[src/rtl/hazard_ctrl_if.sv]
// rtl/hazard_ctrl_if.sv - pipeline <-> hazard controller signal bundle
// Purpose: groups the stage addresses/enables the controller observes and the
//   stall/flush/forward controls and event counters it produces.
// Modports: slave  - the hazard controller (observes pipeline, drives controls)
//           master - the pipeline side (drives pipeline state, observes controls)
interface hazard_ctrl_if #(
  parameter int CNT_W = 32
);
  logic [4:0]       rs1_addr_D;
  logic [4:0]       rs2_addr_D;
  logic [4:0]       rs1_addr_E;
  logic [4:0]       rs2_addr_E;
  logic [4:0]       rd_addr_E;
  logic             rd_wren_E;
  logic [1:0]       wb_sel_E;
  logic [4:0]       rd_addr_M;
  logic             rd_wren_M;
  logic [4:0]       rd_addr_W;
  logic             rd_wren_W;
  logic             mispred_E;
  logic             mem_busy_M;
  logic             StallF;
  logic             StallD;
  logic             FlushD;
  logic             FlushE;
  logic             StallE;
  logic             StallM;
  logic [1:0]       ForwardAE;
  logic [1:0]       ForwardBE;
  logic [CNT_W-1:0] stall_cnt;
  logic [CNT_W-1:0] flush_cnt;

  modport slave (
    input  rs1_addr_D, rs2_addr_D, rs1_addr_E, rs2_addr_E,
    input  rd_addr_E, rd_wren_E, wb_sel_E,
    input  rd_addr_M, rd_wren_M, rd_addr_W, rd_wren_W,
    input  mispred_E, mem_busy_M,
    output StallF, StallD, FlushD, FlushE, StallE, StallM,
    output ForwardAE, ForwardBE, stall_cnt, flush_cnt
  );

  modport master (
    output rs1_addr_D, rs2_addr_D, rs1_addr_E, rs2_addr_E,
    output rd_addr_E, rd_wren_E, wb_sel_E,
    output rd_addr_M, rd_wren_M, rd_addr_W, rd_wren_W,
    output mispred_E, mem_busy_M,
    input  StallF, StallD, FlushD, FlushE, StallE, StallM,
    input  ForwardAE, ForwardBE, stall_cnt, flush_cnt
  );
endinterface

[src/rtl/hazard_ctrl.sv]
// rtl/hazard_ctrl.sv - 5-stage pipeline hazard and sequencing controller
// Purpose: load-use bubbles, mispredict redirect flushes, data-memory wait
//   stalls, E-stage operand forwarding, saturating stall/flush event counters.
// Ports: i_clk - rising-edge clock
//        i_rst - synchronous active-high reset
//        hz    - hazard_ctrl_if.slave (pipeline state in, controls/counters out)
module hazard_ctrl #(
  parameter logic [1:0] LOAD_SEL     = 2'b01,
  parameter int         REDIRECT_CYC = 1,
  parameter int         CNT_W        = 32
) (
  input  logic           i_clk,
  input  logic           i_rst,
  hazard_ctrl_if.slave   hz
);

  localparam int RW = (REDIRECT_CYC > 1) ? $clog2(REDIRECT_CYC) : 1;

  typedef enum logic [1:0] {RUN, MEM_WAIT, REDIRECT} state_t;

  state_t           state_q, state_d;
  logic             pend_mis_q, pend_mis_d;
  logic [RW-1:0]    rcnt_q, rcnt_d;
  logic [CNT_W-1:0] stall_cnt_q, stall_cnt_d;
  logic [CNT_W-1:0] flush_cnt_q, flush_cnt_d;

  logic load_use;
  logic stall_all;
  logic stall_fd;
  logic flush_d;
  logic flush_e;

  // Forwarding source for one E-stage operand; the younger M result wins over W.
  function automatic logic [1:0] fwd_sel(
    input logic [4:0] rs,
    input logic       wren_m,
    input logic [4:0] rd_m,
    input logic       wren_w,
    input logic [4:0] rd_w
  );
    if (wren_m && rd_m != 5'd0 && rd_m == rs) return 2'b10;
    if (wren_w && rd_w != 5'd0 && rd_w == rs) return 2'b01;
    return 2'b00;
  endfunction

  assign load_use = hz.rd_wren_E && hz.wb_sel_E == LOAD_SEL && hz.rd_addr_E != 5'd0 &&
                    (hz.rd_addr_E == hz.rs1_addr_D || hz.rd_addr_E == hz.rs2_addr_D);

  always_comb begin
    state_d    = state_q;
    pend_mis_d = pend_mis_q;
    rcnt_d     = rcnt_q;
    stall_all  = 1'b0;
    stall_fd   = 1'b0;
    flush_d    = 1'b0;
    flush_e    = 1'b0;
    if (!i_rst) begin
      unique case (state_q)
        RUN, MEM_WAIT: begin
          if (hz.mem_busy_M) begin
            // A mispredict seen while memory holds M is replayed on release.
            // pend_mis is always 0 in RUN, so OR-ing covers both entry and hold.
            stall_all  = 1'b1;
            pend_mis_d = pend_mis_q | hz.mispred_E;
            state_d    = MEM_WAIT;
          end else if (hz.mispred_E || pend_mis_q) begin
            flush_d    = 1'b1;
            flush_e    = 1'b1;
            pend_mis_d = 1'b0;
            if (REDIRECT_CYC > 1) begin
              state_d = REDIRECT;
              rcnt_d  = RW'(REDIRECT_CYC - 1);
            end else begin
              state_d = RUN;
            end
          end else begin
            state_d = RUN;
            if (load_use) begin
              stall_fd = 1'b1;
              flush_e  = 1'b1;
            end
          end
        end
        REDIRECT: begin
          if (hz.mem_busy_M) begin
            // Memory wait freezes the redirect window; FlushD stays low.
            stall_all = 1'b1;
          end else if (hz.mispred_E) begin
            flush_d = 1'b1;
            flush_e = 1'b1;
            rcnt_d  = RW'(REDIRECT_CYC - 1);
          end else begin
            flush_d = 1'b1;
            if (rcnt_q == RW'(1)) state_d = RUN;
            else                  rcnt_d  = rcnt_q - RW'(1);
          end
        end
        default: state_d = RUN;
      endcase
    end
  end

  assign hz.StallF    = stall_all | stall_fd;
  assign hz.StallD    = stall_all | stall_fd;
  assign hz.StallE    = stall_all;
  assign hz.StallM    = stall_all;
  assign hz.FlushD    = flush_d;
  assign hz.FlushE    = flush_e;
  assign hz.ForwardAE = i_rst ? 2'b00 :
                        fwd_sel(hz.rs1_addr_E, hz.rd_wren_M, hz.rd_addr_M, hz.rd_wren_W, hz.rd_addr_W);
  assign hz.ForwardBE = i_rst ? 2'b00 :
                        fwd_sel(hz.rs2_addr_E, hz.rd_wren_M, hz.rd_addr_M, hz.rd_wren_W, hz.rd_addr_W);
  assign hz.stall_cnt = stall_cnt_q;
  assign hz.flush_cnt = flush_cnt_q;

  always_comb begin
    stall_cnt_d = stall_cnt_q;
    flush_cnt_d = flush_cnt_q;
    if (hz.StallF && stall_cnt_q != {CNT_W{1'b1}}) stall_cnt_d = stall_cnt_q + CNT_W'(1);
    if (hz.FlushE && flush_cnt_q != {CNT_W{1'b1}}) flush_cnt_d = flush_cnt_q + CNT_W'(1);
  end

  always_ff @(posedge i_clk) begin
    if (i_rst) begin
      state_q     <= RUN;
      pend_mis_q  <= 1'b0;
      rcnt_q      <= '0;
      stall_cnt_q <= '0;
      flush_cnt_q <= '0;
    end else begin
      state_q     <= state_d;
      pend_mis_q  <= pend_mis_d;
      rcnt_q      <= rcnt_d;
      stall_cnt_q <= stall_cnt_d;
      flush_cnt_q <= flush_cnt_d;
    end
  end

endmodule

[src/flat_wrapper.sv]
// flat-port wrapper written by rule: the top's interface ports become plain ports
module hazard_ctrl_flat 
#(
  parameter logic [1:0] LOAD_SEL     = 2'b01,
  parameter int         REDIRECT_CYC = 1,
  parameter int         CNT_W        = 32
)
  (i_clk, i_rst, hz_rs1_addr_D, hz_rs2_addr_D, hz_rs1_addr_E, hz_rs2_addr_E, hz_rd_addr_E, hz_rd_wren_E, hz_wb_sel_E, hz_rd_addr_M, hz_rd_wren_M, hz_rd_addr_W, hz_rd_wren_W, hz_mispred_E, hz_mem_busy_M, hz_StallF, hz_StallD, hz_FlushD, hz_FlushE, hz_StallE, hz_StallM, hz_ForwardAE, hz_ForwardBE, hz_stall_cnt, hz_flush_cnt);
  hazard_ctrl_if #(.CNT_W(CNT_W)) hz_i ();
  input  logic i_clk;
  input  logic i_rst;
  input wire logic [$bits(hz_i.rs1_addr_D)-1:0] hz_rs1_addr_D;
  input wire logic [$bits(hz_i.rs2_addr_D)-1:0] hz_rs2_addr_D;
  input wire logic [$bits(hz_i.rs1_addr_E)-1:0] hz_rs1_addr_E;
  input wire logic [$bits(hz_i.rs2_addr_E)-1:0] hz_rs2_addr_E;
  input wire logic [$bits(hz_i.rd_addr_E)-1:0] hz_rd_addr_E;
  input wire logic [$bits(hz_i.rd_wren_E)-1:0] hz_rd_wren_E;
  input wire logic [$bits(hz_i.wb_sel_E)-1:0] hz_wb_sel_E;
  input wire logic [$bits(hz_i.rd_addr_M)-1:0] hz_rd_addr_M;
  input wire logic [$bits(hz_i.rd_wren_M)-1:0] hz_rd_wren_M;
  input wire logic [$bits(hz_i.rd_addr_W)-1:0] hz_rd_addr_W;
  input wire logic [$bits(hz_i.rd_wren_W)-1:0] hz_rd_wren_W;
  input wire logic [$bits(hz_i.mispred_E)-1:0] hz_mispred_E;
  input wire logic [$bits(hz_i.mem_busy_M)-1:0] hz_mem_busy_M;
  output wire logic [$bits(hz_i.StallF)-1:0] hz_StallF;
  output wire logic [$bits(hz_i.StallD)-1:0] hz_StallD;
  output wire logic [$bits(hz_i.FlushD)-1:0] hz_FlushD;
  output wire logic [$bits(hz_i.FlushE)-1:0] hz_FlushE;
  output wire logic [$bits(hz_i.StallE)-1:0] hz_StallE;
  output wire logic [$bits(hz_i.StallM)-1:0] hz_StallM;
  output wire logic [$bits(hz_i.ForwardAE)-1:0] hz_ForwardAE;
  output wire logic [$bits(hz_i.ForwardBE)-1:0] hz_ForwardBE;
  output wire logic [$bits(hz_i.stall_cnt)-1:0] hz_stall_cnt;
  output wire logic [$bits(hz_i.flush_cnt)-1:0] hz_flush_cnt;
  assign hz_i.rs1_addr_D = hz_rs1_addr_D;
  assign hz_i.rs2_addr_D = hz_rs2_addr_D;
  assign hz_i.rs1_addr_E = hz_rs1_addr_E;
  assign hz_i.rs2_addr_E = hz_rs2_addr_E;
  assign hz_i.rd_addr_E = hz_rd_addr_E;
  assign hz_i.rd_wren_E = hz_rd_wren_E;
  assign hz_i.wb_sel_E = hz_wb_sel_E;
  assign hz_i.rd_addr_M = hz_rd_addr_M;
  assign hz_i.rd_wren_M = hz_rd_wren_M;
  assign hz_i.rd_addr_W = hz_rd_addr_W;
  assign hz_i.rd_wren_W = hz_rd_wren_W;
  assign hz_i.mispred_E = hz_mispred_E;
  assign hz_i.mem_busy_M = hz_mem_busy_M;
  assign hz_StallF = hz_i.StallF;
  assign hz_StallD = hz_i.StallD;
  assign hz_FlushD = hz_i.FlushD;
  assign hz_FlushE = hz_i.FlushE;
  assign hz_StallE = hz_i.StallE;
  assign hz_StallM = hz_i.StallM;
  assign hz_ForwardAE = hz_i.ForwardAE;
  assign hz_ForwardBE = hz_i.ForwardBE;
  assign hz_stall_cnt = hz_i.stall_cnt;
  assign hz_flush_cnt = hz_i.flush_cnt;
  hazard_ctrl #(.LOAD_SEL(LOAD_SEL), .REDIRECT_CYC(REDIRECT_CYC), .CNT_W(CNT_W)) u_core (.i_clk(i_clk), .i_rst(i_rst), .hz(hz_i));
endmodule
[config.mk]
export PLATFORM = sky130hd
export DESIGN_NAME = hazard_ctrl_flat
export DESIGN_NICKNAME = d
export VERILOG_FILES = /design/src/rtl/hazard_ctrl_if.sv /design/src/rtl/hazard_ctrl.sv /design/src/flat_wrapper.sv
export SDC_FILE = /design/constraint.sdc
export NUM_CORES = 1
export LEC_CHECK = 0
export ABC_AREA = 1
export BUFFER_PORTS_ARGS = -buffer_cell sky130_fd_sc_hd__buf_2
export CAP_MARGIN = 0
export CORE_MARGIN = 3
export CORE_UTILIZATION = 50
export DETAILED_ROUTE_END_ITERATION = 8
export PLACE_DENSITY_LB_ADDON = 0.2
export SYNTH_ARGS = -nofsm -noshare
export SYNTH_HDL_FRONTEND = slang
export SYNTH_SLANG_ARGS = --single-unit
[constraint.sdc]
create_clock -name i_clk -period 5.5 [get_ports i_clk]
set_input_delay 1.1 -clock i_clk [delete_from_list [all_inputs] [get_ports i_clk]]
set_output_delay 1.1 -clock i_clk [all_outputs]
set_load 0.02 [all_outputs]
==> metrics.yaml <==
die_y_um: 103
syn_area_per_cell_um2: 6.07
syn_area_um2: 4730
start_util: 0.529
tns_ns: 0
io_pins: 118
rsz0062_at_grt: "no"
ctsHoldBuffers: 0
fin_crit_sh: 0.644
fin_total_pwr_uw: 984
cts_sinks: 65
gp_congestion: 0.935
synth_top_family_by_area: "simple AND/OR/NAND/NOR gates"
slowest_stage: "nand2_1"
ys_types: 30
report.final.slew_viol_count: 0
grt_overflow_total: 0
hold_viol: 0
async_flop_share: 0
synth_compound_area_frac: 0.0778
drt_iter0_drc: 336
cap_violations: 0
row_count: 34
clockRootBuffer: "clkbuf_8"
routed_wl_um: 13900
whs_ns: 0.479
status: "completed"
path_common_cell: "nand2_1"
yosys.area_share.simple: 0.460
finalCriticalPeriod_ns: 3.54
ys_ff_latch: 65
crit_buf_inv: 1
setup_viol: 0
slew_headroom: 0.341
grt_util_all_layers: 0.262
fp.dieArea_um2: 10700
hpwlAfterDp_um: 10400
clk_latency_ns: 0.35
areaGrowthSynthToFinish_pct: 16.8
numPortBuffers: 117
cpLargestDelayFamily: "simple AND/OR/NAND/NOR gates"
cts_made_buffers: 9
clockBufferDepth: 2
p_per_area_nw_per_um2: 178
slowest_delay_ns: 1.06
yosysSeqAreaShare: 0.275
synth_xor_area_frac: 0.104
syn_inst: 779
ant_nets: 0
crit_path_start_kind: "flop"
clock_skew_ns: 0.0108
cts_resized: 0
diodes: 0
grt_pass1_vias: 4866
drtPass1Iterations: 5
cts_tree: "built"
synth_mux_area_frac: 0
path_cells: "ha_1 > nand2_1 > inv_1 > nand3_2 > nor2_4 > nand2_1 > nor2_1 > nand4_2 > nand2_1 > nand2_1 > a21oi_1"
worstMarginPinSlew_ns: 0.986
syn_nets: 825
cp_max_fo: 33
max_freq_mhz: 282
required_ns: 5.78
vias: 5471
post_drt_via_cell_ratio: 5.49
hp-class: "flop to flop"
yosys_warnings: 0
arrival_ns: 3.82
critPathCaptureType: "flop"
grt_pass1_wl_um: 22600
ys.flop_type: "dfxtp_1"
h-tree-depth: 3
critPathKind: "flop to flop"
synth_edf_count: 0
core_area_um2: 8930
drive_above_1_share: 0.172
post_cts_buffers: 0
clk_pin_slew_ns: 0.08
route.detailed.drc: 0
ir_worst_vdd_mv: 0.0970
antenna_found_initial: 0
p_leak_nw: 2.35
grt_max_degree: 48
wire_per_inst_um: 14.0
fillers: 916
fin_nets: 929
chipWidth_um: 103
yosys.area_share.adder: 0.00529
## stage by stage
| step | cell area (µm²) | setup slack, ns | std cells | utilization |
|---|---|---|---|---|
| final | 5520 | 1.96 | 996 | 0.618 |
| after global routing | 5520 | 1.45 | 996 | 0.618 |
| after CTS | 5520 | 1.91 | 996 | 0.618 |
| after detailed placement | 5320 | 1.93 | 980 | 0.596 |
| after global placement | 5320 | 2.04 | 980 | 0.596 |
| after floorplan | 4730 | 2.23 | 779 | - |
## layout make-up
| cell class | count | area, µm² | area share |
|---|---|---|---|
| multi-input cells | 628 | 3060 | 0.554 |
| flip-flops and latches | 65 | 1300 | 0.236 |
| inverters | 59 | 221 | 0.0401 |
| repair buffers | 120 | 608 | 0.110 |
| clock inverters | 6 | 68.8 | 0.0125 |
| clock buffers | 10 | 128 | 0.0231 |
| well taps | 108 | 135 | 0.0245 |
## metal layers
metal  share of wire  vias to the layer above  GRT usage  wire length [µm]
li1                -                     2725          -                 -
met1            0.47                     2505      0.367              6480
met2            0.44                      221      0.414              6190
met3           0.076                       20     0.0429              1060
met4           0.015                        0     0.0787               207
met5               0                        -          0                 0
## power breakdown
| part | internal, mW | switching (mW) | total (mW) |
|---|---|---|---|
| logic | 0.0332 | 0.0592 | 0.0924 |
| clock network | 0.211 | 0.206 | 0.417 |
| registers | 0.472 | 0.00277 | 0.475 |
## layout by cell type (no fill, tap or decap), types with 3 or more instances in the layout
cell type  netlist  final
nand2_1        253    253
buf_2            4    117
nor2_1          92     92
nand3_1         89     89
a21oi_1         65     65
dfxtp_1         65     65
inv_1           58     58
xor2_1          34     34
xnor2_1         22     22
nor3_1          22     22
nand4_1         11     11
nand3b_1        11     11
clkbuf_8         0      9
or2_2            4      4
nor4_1           4      4
nor2_4           4      4
nand2_2          3      3
clkinv_4         0      3
buf_4            5      3
## synthesized netlist by cell type, types with 2 or more instances
cell type | n | area, µm²
a21oi_1 | 65 | 325
buf_2 | 4 | 20.0
buf_4 | 5 | 37.5
buf_6 | 3 | 33.8
clkbuf_1 | 15 | 56.3
dfxtp_1 | 65 | 1300
ha_1 | 2 | 25.0
inv_1 | 58 | 218
nand2_1 | 253 | 950
nand2_2 | 3 | 18.8
nand3_1 | 89 | 445
nand3_2 | 2 | 20.0
nand3b_1 | 11 | 82.6
nand4_1 | 11 | 68.8
nor2_1 | 92 | 345
nor2_4 | 4 | 45.0
nor3_1 | 22 | 110
nor4_1 | 4 | 25.0
o211ai_1 | 2 | 15.0
o21ai_0 | 2 | 10.0
or2_2 | 4 | 25.0
xnor2_1 | 22 | 193
xor2_1 | 34 | 298
## worst min-delay path, stage by stage, from the launching register on
cell and delay, ns:
dfxtp_1 0.31, nor2_1 0.05, nor2_1 0.08
## flip-flops by register name, indices dropped and copies added, names as in the netlist
signal and flops:
u_core.hz.stall_cnt 32, u_core.hz.flush_cnt 32, u_core.pend_mis_q 1
## kinds of logic (layout without fill, tap and decap cells)
| kind of cell | after synthesis | after routing |
|---|---|---|
| buf+inv | 86 | 195 |
| compound gates | 71 | 71 |
| fa+ha+maj | 2 | 2 |
| simple gates | 499 | 499 |
| xor+xnor | 56 | 56 |
| flops | 65 | 65 |
## worst paths after layout
| path | from | to | slack, ns | depth (start not counted) |
|---|---|---|---|---|
| min | u_core.pend_mis_q | u_core.pend_mis_q | 0.48 | 2 |
| max reg2reg | u_core.hz.flush_cnt[0] | u_core.hz.flush_cnt[12] | 1.96 | 11 |
| min reg2reg | u_core.pend_mis_q | u_core.pend_mis_q | 0.48 | 2 |
| max | u_core.hz.flush_cnt[0] | u_core.hz.flush_cnt[12] | 1.96 | 11 |
(Power assumes the default switching activity.)
